## src/rtl/uart_reg_bank.sv

```systemverilog
// UART command parser and coefficient register bank: framed write/read commands,
// atomic register commits and ACK/NAK/readback responses back to the transmitter.
module uart_reg_bank #(
    parameter int         N_REGS         = 4,
    parameter int         REG_WIDTH      = 16,
    parameter logic [7:0] SYNC_BYTE      = 8'hA5,
    parameter int         TIMEOUT_CYCLES = 100000
) (
    input  logic                        clk_in,
    input  logic                        reset,
    input  logic                        data_rdy,
    input  logic [7:0]                  data_in,
    output logic                        tx_valid,
    input  logic                        tx_ready,
    output logic [7:0]                  tx_byte,
    output logic [N_REGS*REG_WIDTH-1:0] regs,
    output logic [N_REGS-1:0]           reg_update,
    output logic                        err_csum,
    output logic                        err_timeout,
    output logic                        err_overrun
);

    localparam int BYTES  = (REG_WIDTH + 7) / 8;
    localparam int SH_W   = BYTES * 8;
    localparam int RESP_N = BYTES + 1;
    localparam int IDX_W  = $clog2(RESP_N);
    localparam int CNT_W  = (BYTES > 1) ? $clog2(BYTES) : 1;
    localparam int TO_W   = $clog2(TIMEOUT_CYCLES + 1);

    localparam logic [7:0]       ACK_BYTE      = 8'h06;
    localparam logic [7:0]       NAK_BYTE      = 8'h15;
    localparam logic [TO_W-1:0]  TO_LAST       = TO_W'(TIMEOUT_CYCLES - 1);
    localparam logic [CNT_W-1:0] CNT_LAST      = CNT_W'(BYTES - 1);
    localparam logic [IDX_W-1:0] IDX_READ_LAST = IDX_W'(BYTES);

    typedef enum logic [2:0] {
        S_IDLE,
        S_CMD,
        S_DATA,
        S_CSUM,
        S_COMMIT,
        S_RESP
    } state_t;

    state_t           state_reg, state_next;
    logic [7:0]       cmd_reg, cmd_next;
    logic [7:0]       xor_reg, xor_next;
    logic [SH_W-1:0]  shadow_reg, shadow_next;
    logic [CNT_W-1:0] cnt_reg, cnt_next;
    logic [TO_W-1:0]  timer_reg, timer_next;
    logic [IDX_W-1:0] resp_idx_reg, resp_idx_next;
    logic [IDX_W-1:0] resp_last_reg;
    logic [7:0]       resp_buf_reg [RESP_N];
    logic             err_csum_reg, err_csum_next;
    logic             err_timeout_reg, err_timeout_next;
    logic             err_overrun_reg;

    logic [6:0]       addr;
    logic             addr_ok;
    logic             load_en, load_read, load_ack;
    logic [IDX_W-1:0] load_last;
    logic [7:0]       load_bytes [RESP_N];
    logic [7:0]       load_xor;
    logic [REG_WIDTH-1:0] rd_value;
    logic [SH_W-1:0]  rd_pad;

    assign addr    = cmd_reg[6:0];
    assign addr_ok = (int'(addr) < N_REGS);

    // Register storage: each entry only changes in the COMMIT cycle.
    generate
        for (genvar gi = 0; gi < N_REGS; gi++) begin : g_reg
            logic [REG_WIDTH-1:0] value_reg;
            logic                 hit;

            assign hit = (state_reg == S_COMMIT) && (addr == 7'(gi));

            always_ff @(posedge clk_in) begin
                if (reset) begin
                    value_reg <= '0;
                end else if (hit) begin
                    value_reg <= shadow_reg[REG_WIDTH-1:0];
                end
            end

            assign regs[gi*REG_WIDTH +: REG_WIDTH] = value_reg;
            assign reg_update[gi]                  = hit;
        end
    endgenerate

    // Response image: readback bytes MSB first plus trailing XOR, or a single ACK/NAK.
    always_comb begin
        rd_value = '0;
        for (int k = 0; k < N_REGS; k++) begin
            if (addr == 7'(k)) begin
                rd_value = regs[k*REG_WIDTH +: REG_WIDTH];
            end
        end
        rd_pad                 = '0;
        rd_pad[REG_WIDTH-1:0]  = rd_value;
        load_xor               = '0;
        load_last              = '0;
        for (int i = 0; i < RESP_N; i++) begin
            load_bytes[i] = '0;
        end
        if (load_read) begin
            for (int i = 0; i < BYTES; i++) begin
                load_bytes[i] = rd_pad[(BYTES-1-i)*8 +: 8];
                load_xor      = load_xor ^ rd_pad[(BYTES-1-i)*8 +: 8];
            end
            load_bytes[BYTES] = load_xor;
            load_last         = IDX_READ_LAST;
        end else begin
            load_bytes[0] = load_ack ? ACK_BYTE : NAK_BYTE;
        end
    end

    always_comb begin
        state_next       = state_reg;
        cmd_next         = cmd_reg;
        xor_next         = xor_reg;
        shadow_next      = shadow_reg;
        cnt_next         = cnt_reg;
        timer_next       = timer_reg;
        resp_idx_next    = resp_idx_reg;
        load_en          = 1'b0;
        load_read        = 1'b0;
        load_ack         = 1'b0;
        err_csum_next    = 1'b0;
        err_timeout_next = 1'b0;

        case (state_reg)
            S_IDLE: begin
                if (data_rdy && (data_in == SYNC_BYTE)) begin
                    state_next = S_CMD;
                    timer_next = '0;
                end
            end
            S_CMD, S_DATA, S_CSUM: begin
                if (data_rdy) begin
                    timer_next = '0;
                    if (state_reg == S_CMD) begin
                        cmd_next    = data_in;
                        xor_next    = data_in;
                        cnt_next    = '0;
                        shadow_next = '0;
                        state_next  = data_in[7] ? S_DATA : S_CSUM;
                    end else if (state_reg == S_DATA) begin
                        shadow_next = (shadow_reg << 8) | SH_W'(data_in);
                        xor_next    = xor_reg ^ data_in;
                        cnt_next    = cnt_reg + CNT_W'(1);
                        if (cnt_reg == CNT_LAST) begin
                            state_next = S_CSUM;
                        end
                    end else begin
                        resp_idx_next = '0;
                        if (data_in != xor_reg) begin
                            err_csum_next = 1'b1;
                            load_en       = 1'b1;
                            state_next    = S_RESP;
                        end else if (!addr_ok) begin
                            load_en    = 1'b1;
                            state_next = S_RESP;
                        end else if (cmd_reg[7]) begin
                            state_next = S_COMMIT;
                        end else begin
                            load_en    = 1'b1;
                            load_read  = 1'b1;
                            state_next = S_RESP;
                        end
                    end
                end else if (timer_reg == TO_LAST) begin
                    // Abandon the partial frame silently.
                    err_timeout_next = 1'b1;
                    shadow_next      = '0;
                    timer_next       = '0;
                    state_next       = S_IDLE;
                end else begin
                    timer_next = timer_reg + TO_W'(1);
                end
            end
            S_COMMIT: begin
                load_en       = 1'b1;
                load_ack      = 1'b1;
                resp_idx_next = '0;
                state_next    = S_RESP;
            end
            S_RESP: begin
                if (tx_ready) begin
                    if (resp_idx_reg == resp_last_reg) begin
                        state_next = S_IDLE;
                    end else begin
                        resp_idx_next = resp_idx_reg + IDX_W'(1);
                    end
                end
            end
            default: begin
                state_next = S_IDLE;
            end
        endcase
    end

    always_ff @(posedge clk_in) begin
        if (reset) begin
            state_reg       <= S_IDLE;
            cmd_reg         <= '0;
            xor_reg         <= '0;
            shadow_reg      <= '0;
            cnt_reg         <= '0;
            timer_reg       <= '0;
            resp_idx_reg    <= '0;
            resp_last_reg   <= '0;
            err_csum_reg    <= 1'b0;
            err_timeout_reg <= 1'b0;
            err_overrun_reg <= 1'b0;
        end else begin
            state_reg       <= state_next;
            cmd_reg         <= cmd_next;
            xor_reg         <= xor_next;
            shadow_reg      <= shadow_next;
            cnt_reg         <= cnt_next;
            timer_reg       <= timer_next;
            resp_idx_reg    <= resp_idx_next;
            err_csum_reg    <= err_csum_next;
            err_timeout_reg <= err_timeout_next;
            if (load_en) begin
                resp_last_reg <= load_last;
            end
            // Bytes arriving while a response is pending are lost; remember that.
            if (data_rdy && ((state_reg == S_COMMIT) || (state_reg == S_RESP))) begin
                err_overrun_reg <= 1'b1;
            end
        end
    end

    generate
        for (genvar gi = 0; gi < RESP_N; gi++) begin : g_resp
            always_ff @(posedge clk_in) begin
                if (reset) begin
                    resp_buf_reg[gi] <= '0;
                end else if (load_en) begin
                    resp_buf_reg[gi] <= load_bytes[gi];
                end
            end
        end
    endgenerate

    assign tx_valid    = (state_reg == S_RESP);
    assign tx_byte     = (state_reg == S_RESP) ? resp_buf_reg[resp_idx_reg] : 8'h00;
    assign err_csum    = err_csum_reg;
    assign err_timeout = err_timeout_reg;
    assign err_overrun = err_overrun_reg;

endmodule

```

## config.mk

```make
export PLATFORM = sky130hd
export DESIGN_NAME = uart_reg_bank
export DESIGN_NICKNAME = d
export VERILOG_FILES = /design/src/rtl/uart_reg_bank.sv
export SDC_FILE = /design/constraint.sdc
export NUM_CORES = 1
export LEC_CHECK = 0
export CAP_MARGIN = 20
export CORE_UTILIZATION = 33
export DETAILED_ROUTE_END_ITERATION = 12
export HOLD_SLACK_MARGIN = 0.15
export MAX_ROUTING_LAYER = met4
export SLEW_MARGIN = 20
export SYNTH_ARGS = -nofsm -noshare
export SYNTH_HDL_FRONTEND = slang
export SYNTH_SLANG_ARGS = --single-unit
```

## constraint.sdc

```tcl
create_clock -name clk_in -period 3.05 [get_ports clk_in]
set_input_delay 0.61 -clock clk_in [delete_from_list [all_inputs] [get_ports clk_in]]
set_output_delay 0.61 -clock clk_in [all_outputs]
set_load 0.02 [all_outputs]
```

Word-level counts from Yosys, hierarchy flattened
Memory sizes are Yosys's and may differ from the RTL's. A register that Yosys moved wholly into a read port is not among the register bits.
Index checks and enable logic that the tools add are counted.
- add/sub/neg operators: 3
- magnitude comparators: 1
- equal/unequal tests: 22
- muxes and demuxes: 66
- bitwise gates (word level): 8
- reduce and logical (&&, ||, !) cells: 22
- operators by type and width (kind ; number):
    16-bit two-way mux ; 9
    8-bit two-way mux ; 7
    17-bit two-way mux ; 3
    17-bit one-hot mux with 2 select lines ; 1
    1-bit two-way mux ; 26
    3-bit two-way mux ; 8
    17-bit by 1-bit adder with 17-bit output, second input constant ; 1
    17-bit == test, second input constant ; 1
    2-bit two-way mux ; 8
    16-bit by 8-bit OR with 16-bit output ; 1
    8-bit XOR ; 2
    7-bit by 2-bit == test with 1-bit output, second input constant ; 2
    3-bit one-hot mux with 4 select lines ; 1
    2-bit inequality test, second input constant ; 5
    3-bit AND reduction ; 3
    8-bit == test, second input constant ; 1
    8-bit inequality test ; 1
    7-bit by 1-bit == test with 1-bit output, second input constant ; 1
    7-bit logical NOT ; 1
    7-bit by 3-bit less-than comparator with 1-bit output, second input constant ; 1
    3-bit by 2-bit == test with 1-bit output, second input constant ; 2
    3-bit == test, second input constant ; 2
    1-bit logical AND ; 6
    2-bit one-hot mux with 3 select lines ; 1
    other kinds (21) ; 28
- bits in registers: 124
- bits in writable memories: 24
- input bits: 12
- output and inout port bits: 80
- logic and storage cells: 138
- memories kept: 1
- memory list (name ; words ; width ; read ports ; clocked after memory_dff ; wr ports ; RTL line ; RTL):
    resp_buf_reg ; 3 ; 8 ; 1 ; 1 ; 3 ; 53 ; logic [7:0] resp_buf_reg [RESP_N];

Longest topological paths before layout
Gate-level depths: netlist of the first run.
- depth in word-level cells: 11
- mapped depth: 8
- gate-level depth less buffers: 6

Worst setup path before layout of the first run
Ideal clock, no wire load.
- path kind: input to register
- start point: input port data_in[0]
- end point: memory resp_buf_reg[0][0] (enable)
- setup time: 0.373 ns
- arrival: 1.968 ns
- data required time: 2.677 ns
- setup slack: 0.709 ns
- stages: 5
- buffers on the path: 0
- cell sequence: xnor2_1 > nand4_1 > nor3_4 > a21oi_1 > or3_1
- RTL lines (element ; RTL line ; RTL):
    start, declared ; 12 ; input logic [7:0] data_in,
    end, declared ; 53 ;

Final worst setup path of the first run
- start point: register cmd_reg[3]
- end point: output port reg_update[3]
- cells in the longest elaborated chain, start to end: 2
- RTL lines (element ; RTL line ; RTL):
    start, declared ; 46 ; logic [7:0] cmd_reg, cmd_next;
    start signal, assigned ; 218 ; cmd_reg <= cmd_next;
    7-bit by 2-bit == test with 1-bit output ; 76 ; assign hit = (state_reg == S_COMMIT) && (addr == 7'(gi));
    1-bit logical AND ; 76 ;
    end, declared ; 17 ; output logic [N_REGS-1:0] reg_update,
No other way between the ends.

==> results by stage, run 1 <==
Run status:
- The flow ran to the end, and the final reports show no timing, DRC or antenna violations.

Worst setup path:
- The signal arrival time at the worst endpoint is 2.31 ns.
- In this run the worst path has a maximum fanout of 3.
- STA classifies the critical path endpoint as a primary output.
- For the worst setup path, the data required time is 2.44 ns.
- The nature of the critical path startpoint is a flip-flop.
- The start-to-end type of the worst setup path is flip-flop to primary output.

Logic synthesis:
- The instance count of the mapped netlist is 758.
- The most used flip-flop cell after synthesis is sky130_fd_sc_hd__dfxtp_1.
- The cell area that synthesis handed to floorplanning was 6890 µm².
- The number of flip-flops and latches in the synthesized netlist is 149.
- The count of flip-flops with a built-in enable after synthesis is 24.
- After synthesis, the share of flip-flops with an asynchronous set or reset is 0%.
- The cell with the most instances after synthesis is sky130_fd_sc_hd__nand2_1.
- When the netlist entered floorplanning its net count stood at 771.
- In the synthesized netlist, the cells that appear most often are sky130_fd_sc_hd__nand2_1, sky130_fd_sc_hd__dfxtp_1, sky130_fd_sc_hd__nor2_1.
- The most area-hungry cell type in the Yosys netlist is sky130_fd_sc_hd__dfxtp_1.
- The number of different library cells used by synthesis comes to 65.
- The share of the synthesized area in the top cell type is 36.3%.
- The total number of yosys warnings is 0.
- In the post-synthesis netlist, the biggest area contributors are sky130_fd_sc_hd__dfxtp_1, sky130_fd_sc_hd__edfxtp_1, sky130_fd_sc_hd__nand2_1.
- The average cell area after synthesis is 9.09 µm².
- After synthesis, flip-flops and latches occupy 46.8% of the total area.

GRT:
- The via count of the first global-routing pass is 5433.
- The remaining global-route overflow is 0.
- The initial antenna violation count was 0.
- Entering global routing, the biggest net connects 65 pins.
- Global routing used 18.3% of the available tracks.
- The first-pass GRT wire length is 29800 µm.

Routing:
- The number of vias per cell is 5.03.
- The post-route antenna net violation count is 0.
- For this run, the detailed router's first-pass iteration total came to 4.
- The detailed router's first-iteration violation count is 353.
- The routed wirelength normalized by instance count is 16.4 µm.
- The final route contains 5640 vias.
- The final layout contains routed wiring with a total length of 18400 µm.
- The number of DRC violations after detailed routing is 0.

Power:
- The worst-case IR drop observed on VDD is 0.000426 V.
- The leakage power total is 2.88 nW.
- The ratio of total power to cell area is 489 nW/µm².
- Sequential cells burn 47.4% of the power.
- The internal power of the cells totals 0.00325 W.
- In this run the power spent charging and discharging nets is 0.000987 W.
- The part of the total power dissipated in the clock network is 50.4%.
- The share of total power dissipated in combinational logic is 2.2%.
- The switching share of power is 23.3%.

Clock tree:
- The tree is rooted in a sky130_fd_sc_hd__clkbuf_16.
- The CTS H-tree depth is 4.
- Counting the buffers created by CTS gives 17.
- After clock tree synthesis, the flow added hold-fix buffers numbering 0.
- Once the clock tree was built, the setup fixing pass inserted 0 buffers.
- The maximum number of buffers from clock root to sink is 2.
- TritonCTS built the clock tree.
- The clock latency on the worst-skew pair is 0.43 ns.
- The clock drives 149 sinks.
- The clock transition at the registers of the reported paths is 0.07 ns.

Flow run:
- The reported max-cap violation count is 0.

Layout:
- The synthesis-to-layout area growth is 25.6%.
- The number of nets in the layout is 852.
- Summing all multi-input logic gate instances after layout gives 3370 µm².
- The register with the most flip-flops in the layout has 64 of them.
- The post-route non-filler standard cell count is 1122.
- The layout has 1975 filler cells.
- The cell area after layout is 8650 µm².
- The total area of sequential cells is 3220 µm².
- The repair_antennas step left the layout with diodes totalling 0.
- The fraction of final layout cells with drive strength greater than 1 is 12.4%.
- At the end of the flow the core is filled with cells to 42.5%.

Placement:
- The weighted congestion at the end of routability-driven global placement is 0.802.
- In this run the cell area measured after placement is 8050 µm².
- The number of buffers added on ports is 91.
- The worst setup slack after placement is 0.256 ns.
- In this run, placement finished with an instance count of 1090.
- Summed over all nets, the half-perimeter wirelength after detailed placement is 12600 µm.

Worst hold path:
- The worst hold-check path type is flip-flop to flip-flop.

Timing:
- Derived from the worst setup path, the maximum achievable clock frequency is 343 MHz.
- Measured against its own limit, the worst slew margin works out to 37.2%.
- Setup violations remaining at the end of the flow were counted as 0.
- The number of hold-slack violations in the final timing report is 0.
- The max-slew violation total from the final report is 0.
- Setup repair after global routing left no endpoint under its margin.
- On the final layout, the worst clock skew is 0.0114 ns.
- The routed design could run at a clock period as short as 2.92 ns.
- Once routing completed, OpenROAD measured the worst setup slack at 0.134 ns.
- The slew of the pin with the lowest slew margin is 0.937 ns.
- The sum of negative setup slack is 0 ns.
- The post-route fraction of the period consumed by the critical path is 95.6%.

Die:
- The top-level port count is 92.
- The die covers 21500 µm².
- The height of the chip is 147 µm.
- The number of placement rows is 52.
- The starting density of the core is 33.8%.
- The x dimension of the die is 147 µm.
- The total core area is 20400 µm².
per-stage QoR:
stage          total power, W  hold slack [ns]
2_1_floorplan         0.00210            0.443
3_3_place_gp          0.00215            0.458
3_5_place_dp          0.00215            0.459
4_1_cts               0.00428            0.472
5_1_grt               0.00436            0.489
6_report              0.00423            0.472
power by group through the flow:
stage	clock (W)	sequential (W)	combinational (W)
4_1_cts	0.00217	0.00201	0.0000959
6_report	0.00213	0.00201	0.0000947
5_1_grt	0.00225	0.00201	0.000105
2_1_floorplan	0	0.00205	0.0000508
3_3_place_gp	0	0.00205	0.0000954
3_5_place_dp	0	0.00205	0.0000954
final timing paths:
path,end,slack [ns],cells after the start,start
worst max-delay path,reg_update[3],0.13,4,cmd_reg[3]$_SDFFE_PP0P_
worst min-delay path,g_reg[3].value_reg[1]$_SDFFE_PP0P_,0.47,2,g_reg[3].value_reg[1]$_SDFFE_PP0P_
worst max register to register,resp_buf_reg[2][2]$_SDFFCE_PN0P_,0.96,5,cmd_reg[0]$_SDFFE_PP0P_
worst min register to register,g_reg[3].value_reg[1]$_SDFFE_PP0P_,0.47,2,g_reg[3].value_reg[1]$_SDFFE_PP0P_
critical path, stage by stage, from the launching register on:
cell and delay [ns]:
sky130_fd_sc_hd__dfxtp_1 0.34, sky130_fd_sc_hd__nor4_4 0.40, sky130_fd_sc_hd__and2_0 0.22, sky130_fd_sc_hd__and4_1 0.29, sky130_fd_sc_hd__clkdlybuf4s50_1 0.64
cell usage in the layout (no fill, tap or decap), types with 18 or more instances in the layout:
| cell | n |
|---|---|
| sky130_fd_sc_hd__mux2i_1 | 31 |
| sky130_fd_sc_hd__a21oi_1 | 74 |
| sky130_fd_sc_hd__nand2_1 | 142 |
| sky130_fd_sc_hd__edfxtp_1 | 24 |
| sky130_fd_sc_hd__clkdlybuf4s50_1 | 90 |
| sky130_fd_sc_hd__dfxtp_1 | 125 |
| sky130_fd_sc_hd__xnor2_1 | 18 |
| sky130_fd_sc_hd__buf_4 | 25 |
| sky130_fd_sc_hd__o21ai_0 | 24 |
| sky130_fd_sc_hd__nor2_1 | 103 |
| sky130_fd_sc_hd__clkbuf_16 | 18 |
cells by family (layout without fill, tap and decap cells):
family          Yosys count  count (layout)  share of synthesized area [%]
buf+inv                  60             154                           4.39
fa+ha+maj                 1               1                          0.182
simple gates            327             327                           22.5
compound gates          154             154                           13.9
flops                   149             149                           46.8
mux                      47              47                           9.73
xor+xnor                 20              20                           2.54
layer usage:
| metal | up-vias | track usage (%) | part of all wire (%) | routed length [µm] |
|---|---|---|---|---|
| li1 | 2815 | - | - | - |
| met1 | 2682 | 23.5 | 47 | 8670 |
| met2 | 127 | 28.4 | 47 | 8640 |
| met3 | 16 | 3.78 | 4.4 | 814 |
| met4 | 0 | 6.67 | 1.4 | 254 |
| met5 | - | - | 0 | 0 |
layout make-up:
cell class,count,share of cell area (%)
Multi-Input combinational cell,549,39.0
Tap cell,270,3.90
Inverter,7,0.304
Sequential cell,149,37.2
Timing Repair Buffer,115,12.6
Clock buffer,18,5.21
Clock inverter,14,1.76
repair_timing:
item | in CTS | in global routing
gates resized for setup | 0 | 1
endpoints found under the setup margin | 0 | 4
hold endpoints to repair | 0 | 0
Power figures use the tool's default switching activity.
==> run 2: changes to the inputs <==
- CORE_UTILIZATION: 33 -> 55
- PLACE_DENSITY: default -> 0.8
==> run 2 against run 1 <==
Sequential cell count unchanged. Clock power fell by 6%. Combinational power decreased by 2.5%. Maximum frequency shrank 1.8%. Global-route usage is 11 points higher. Total power fell by 2.8%. Largest cell class unchanged.
==> results by stage, run 2 (synthesis results as in run 1) <==
Clock tree:
- The CTS sink count was 149 (unchanged).
- The maximum number of buffers from clock root to sink came to 2 (unchanged).
- The count of buffers added by post-CTS timing repair for setup is 0 (unchanged).
- The clock latency on the worst-skew pair is 0.43 ns (about the same).
- The CTS H-tree depth is 4 (unchanged).
- The total CTS buffers is 17 (unchanged).
- The clock transition at the registers of the reported paths came to 0.06 ns (about the same).
- CTS placed an instance of sky130_fd_sc_hd__clkbuf_16 at the clock tree root.
- TritonCTS built the clock tree.

GRT:
- The via count of the first global-routing pass is 5747 (+5.8%).
- The routing usage on met2 is 46.9% (+18 points).
- The initial antenna violation count came to 0 (unchanged).
- The met3 usage in global routing came to 5.90% (+2.1 points).
- The pin count of the biggest net entering global routing is 66 (+1.5%).
- The remaining global-route overflow came to 0 (unchanged).
- The met1 demand-to-capacity share in global routing is 36.8% (+13 points).
- The busiest layer in global routing is met2.
- The overall fraction of global-route tracks in use is 29.6% (+11 points).
- The first-pass GRT wire length is 29000 µm (-2.4%).

Layout:
- The most frequent standard cell in the layout excluding fill and tap cells is sky130_fd_sc_hd__nand2_1.
- The number of nets in the layout is 849 (-0.35%).
- The core occupancy in the finished layout is 69.9% (+27 points).
- The fraction of final layout cells with drive strength greater than 1 is 12.2% (-0.19 points).
- The library cells used most frequently in the layout, excluding fill and tap cells, are sky130_fd_sc_hd__nand2_1, sky130_fd_sc_hd__dfxtp_1, sky130_fd_sc_hd__nor2_1, sky130_fd_sc_hd__clkdlybuf4s50_1, sky130_fd_sc_hd__a21oi_1.
- From synthesis to final layout, the design area changed by 22.9%.
- The number of flip-flops in the largest register is 64 (unchanged).
- The antenna diode instance count is 0 (unchanged).

Worst setup path:
- The signal arrival time at the worst endpoint is 2.36 ns (+0.05 ns).
- The type of destination of the critical path is a primary output.
- The startpoint identified for the worst register-to-register timing path is cmd_reg[1]$_SDFFE_PP0P_.
- The cell count of the worst reg-to-reg path is 4 (-1).
- The worst-case register-to-register setup slack is 0.68 ns (-0.28 ns).
- The capture point of the critical path is reg_update[2].
- The start-to-end type of the worst setup path is flip-flop to primary output.
- The worst setup path startpoint is state_reg[1]$_SDFFE_PP0P_.
- STA classifies the critical path startpoint as a flip-flop.
- The worst register-to-register path ends at g_reg[3].value_reg[1]$_SDFFE_PP0P_.
- The maximum net fanout on the critical path is 15 (+12).
- The endpoint required time on the critical path was 2.44 ns (about the same).

Placement:
- The weighted congestion at the end of routability-driven global placement was 0.900 (+12%).
- The number of buffers added on ports is 91 (unchanged).
- The placed wire-length estimate came to 12100 µm (-4.0%).

Die:
- The height of the chip is 114 µm (-22%).
- The top-level port count came to 92 (unchanged).
- The starting density of the core came to 56.9% (+23 points).
- The x dimension of the die was 114 µm (-22%).
- The die outline area is 13000 µm² (-40%).
- The number of placement rows is 40 (-23%).
- The total core area is 12100 µm² (-41%).

Timing:
- The sum of negative setup slack is 0 ns (unchanged).
- The max-slew violation total from the final report is 0 (unchanged).
- The number of hold-slack violations in the final timing report is 0 (unchanged).
- The setup violation total in the final timing report is 0 (unchanged).
- Setup repair after global routing left no endpoint under its margin.
- The shortest period the worst path allows is 2.97 ns (+0.0537 ns).
- The worst-case clock skew came to 0.0131 ns (+0.00173 ns).
- The headroom to the max-slew limit is 31.6% (-5.7 points).
- The maximum clock frequency is 337 MHz (-1.8%).
- The post-route fraction of the period consumed by the critical path came to 97.4% (+1.8 points).
- The slew of the pin with the lowest slew margin was 1.02 ns (+0.0848 ns).

Worst hold path:
- The worst hold-check path type is flip-flop to flip-flop.

Routing:
- The routed wirelength normalized by instance count was 17.8 µm (+8.4%).
- The detailed router's first-iteration violation count was 507 (+44%).
- The number of DRC violations after detailed routing is 0 (unchanged).
- The total wire length after detailed routing is 18100 µm (-1.7%).
- The number of vias per cell was 5.85 (+16%).
- The number of vias after detailed routing is 5951 (+5.5%).
- The number of search-and-repair iterations in the first detailed-routing pass is 5 (+1).
- The post-route antenna net violation count was 0 (unchanged).

Power:
- The leakage power total came to 2.84 nW (-1.4%).
- The worst vdd rail ir drop was 0.000330 V (-23%).
- The ratio of total power to cell area was 486 nW/µm² (-0.71%).

Flow run:
- The reported max-cap violation count is 0 (unchanged).

Run status:
- The run finished with clean final reports.
run 2: how the worst min path moves through the flow:
| stage | from | end | slack, ns | depth (start not counted) |
|---|---|---|---|---|
| finish | g_reg[2].value_reg[2]$_SDFFE_PP0P_ | g_reg[2].value_reg[2]$_SDFFE_PP0P_ | 0.47 | 2 |
| global route | g_reg[3].value_reg[13]$_SDFFE_PP0P_ | g_reg[3].value_reg[13]$_SDFFE_PP0P_ | 0.49 | 2 |
| CTS | g_reg[2].value_reg[2]$_SDFFE_PP0P_ | g_reg[2].value_reg[2]$_SDFFE_PP0P_ | 0.47 | 2 |
| detailed placement | g_reg[2].value_reg[2]$_SDFFE_PP0P_ | g_reg[2].value_reg[2]$_SDFFE_PP0P_ | 0.46 | 2 |
| global placement | g_reg[2].value_reg[11]$_SDFFE_PP0P_ | g_reg[2].value_reg[11]$_SDFFE_PP0P_ | 0.45 | 2 |
| floorplan | timer_reg[15]$_SDFFE_PP0P_ | timer_reg[15]$_SDFFE_PP0P_ | 0.44 | 1 |
run 2: metrics by stage:
| stage | std cells | area [µm²] | hold WS [ns] | power (W) | setup slack, ns |
|---|---|---|---|---|---|
| finish | 1017 | 8470 | 0.474 | 0.00411 | 0.0801 |
| global route | 1017 | 8470 | 0.494 | 0.00422 | 0.00118 |
| CTS | 1017 | 8460 | 0.474 | 0.00412 | 0.0244 |
| detailed placement | 985 | 7900 | 0.462 | 0.00214 | 0.302 |
| global placement | 985 | 7900 | 0.452 | 0.00214 | 0.362 |
| floorplan | 758 | 6890 | 0.443 | 0.00210 | 0.709 |
run 2: repair_timing:
item	CTS	global route
hold buffers	0	0
setup endpoints to repair	8	9
pin swaps	0	0
resized for setup	1	3
run 2: layer usage:
layer	vias to the layer above	routed length, µm	part of all wire (%)
met5	-	0	0
met2	215	8810	49
met1	2896	7770	43
met4	0	420	2.3
met3	42	1060	5.9
li1	2798	-	-
run 2: report_power, final:
part	total [W]	switching, W	internal (W)
combinational	0.0000923	0.0000621	0.0000303
sequential	0.00201	0.00000342	0.00201
clock	0.00201	0.000855	0.00116
run 2: layout make-up:
| class | instances | area (µm²) |
|---|---|---|
| Fill cell | 945 | 3640 |
| Multi-Input combinational cell | 549 | 3380 |
| Sequential cell | 149 | 3230 |
| Timing Repair Buffer | 112 | 1060 |
| Clock buffer | 20 | 447 |
| Tap cell | 168 | 210 |
| Clock inverter | 12 | 118 |
| Inverter | 7 | 26.3 |
run 2: worst max-delay path, cell delays in order, from the launching register on:
cell                              delay, ns
sky130_fd_sc_hd__dfxtp_1               0.49
sky130_fd_sc_hd__nor3b_4               0.33
sky130_fd_sc_hd__nand3_4               0.17
sky130_fd_sc_hd__nor3b_1               0.28
sky130_fd_sc_hd__clkdlybuf4s50_1       0.67
==> run 3: changes to the inputs <==
- CTS_CLUSTER_SIZE: default -> 28
==> results of run 3 <==
Final layout, timing and power as in run 2 (identical DEF).
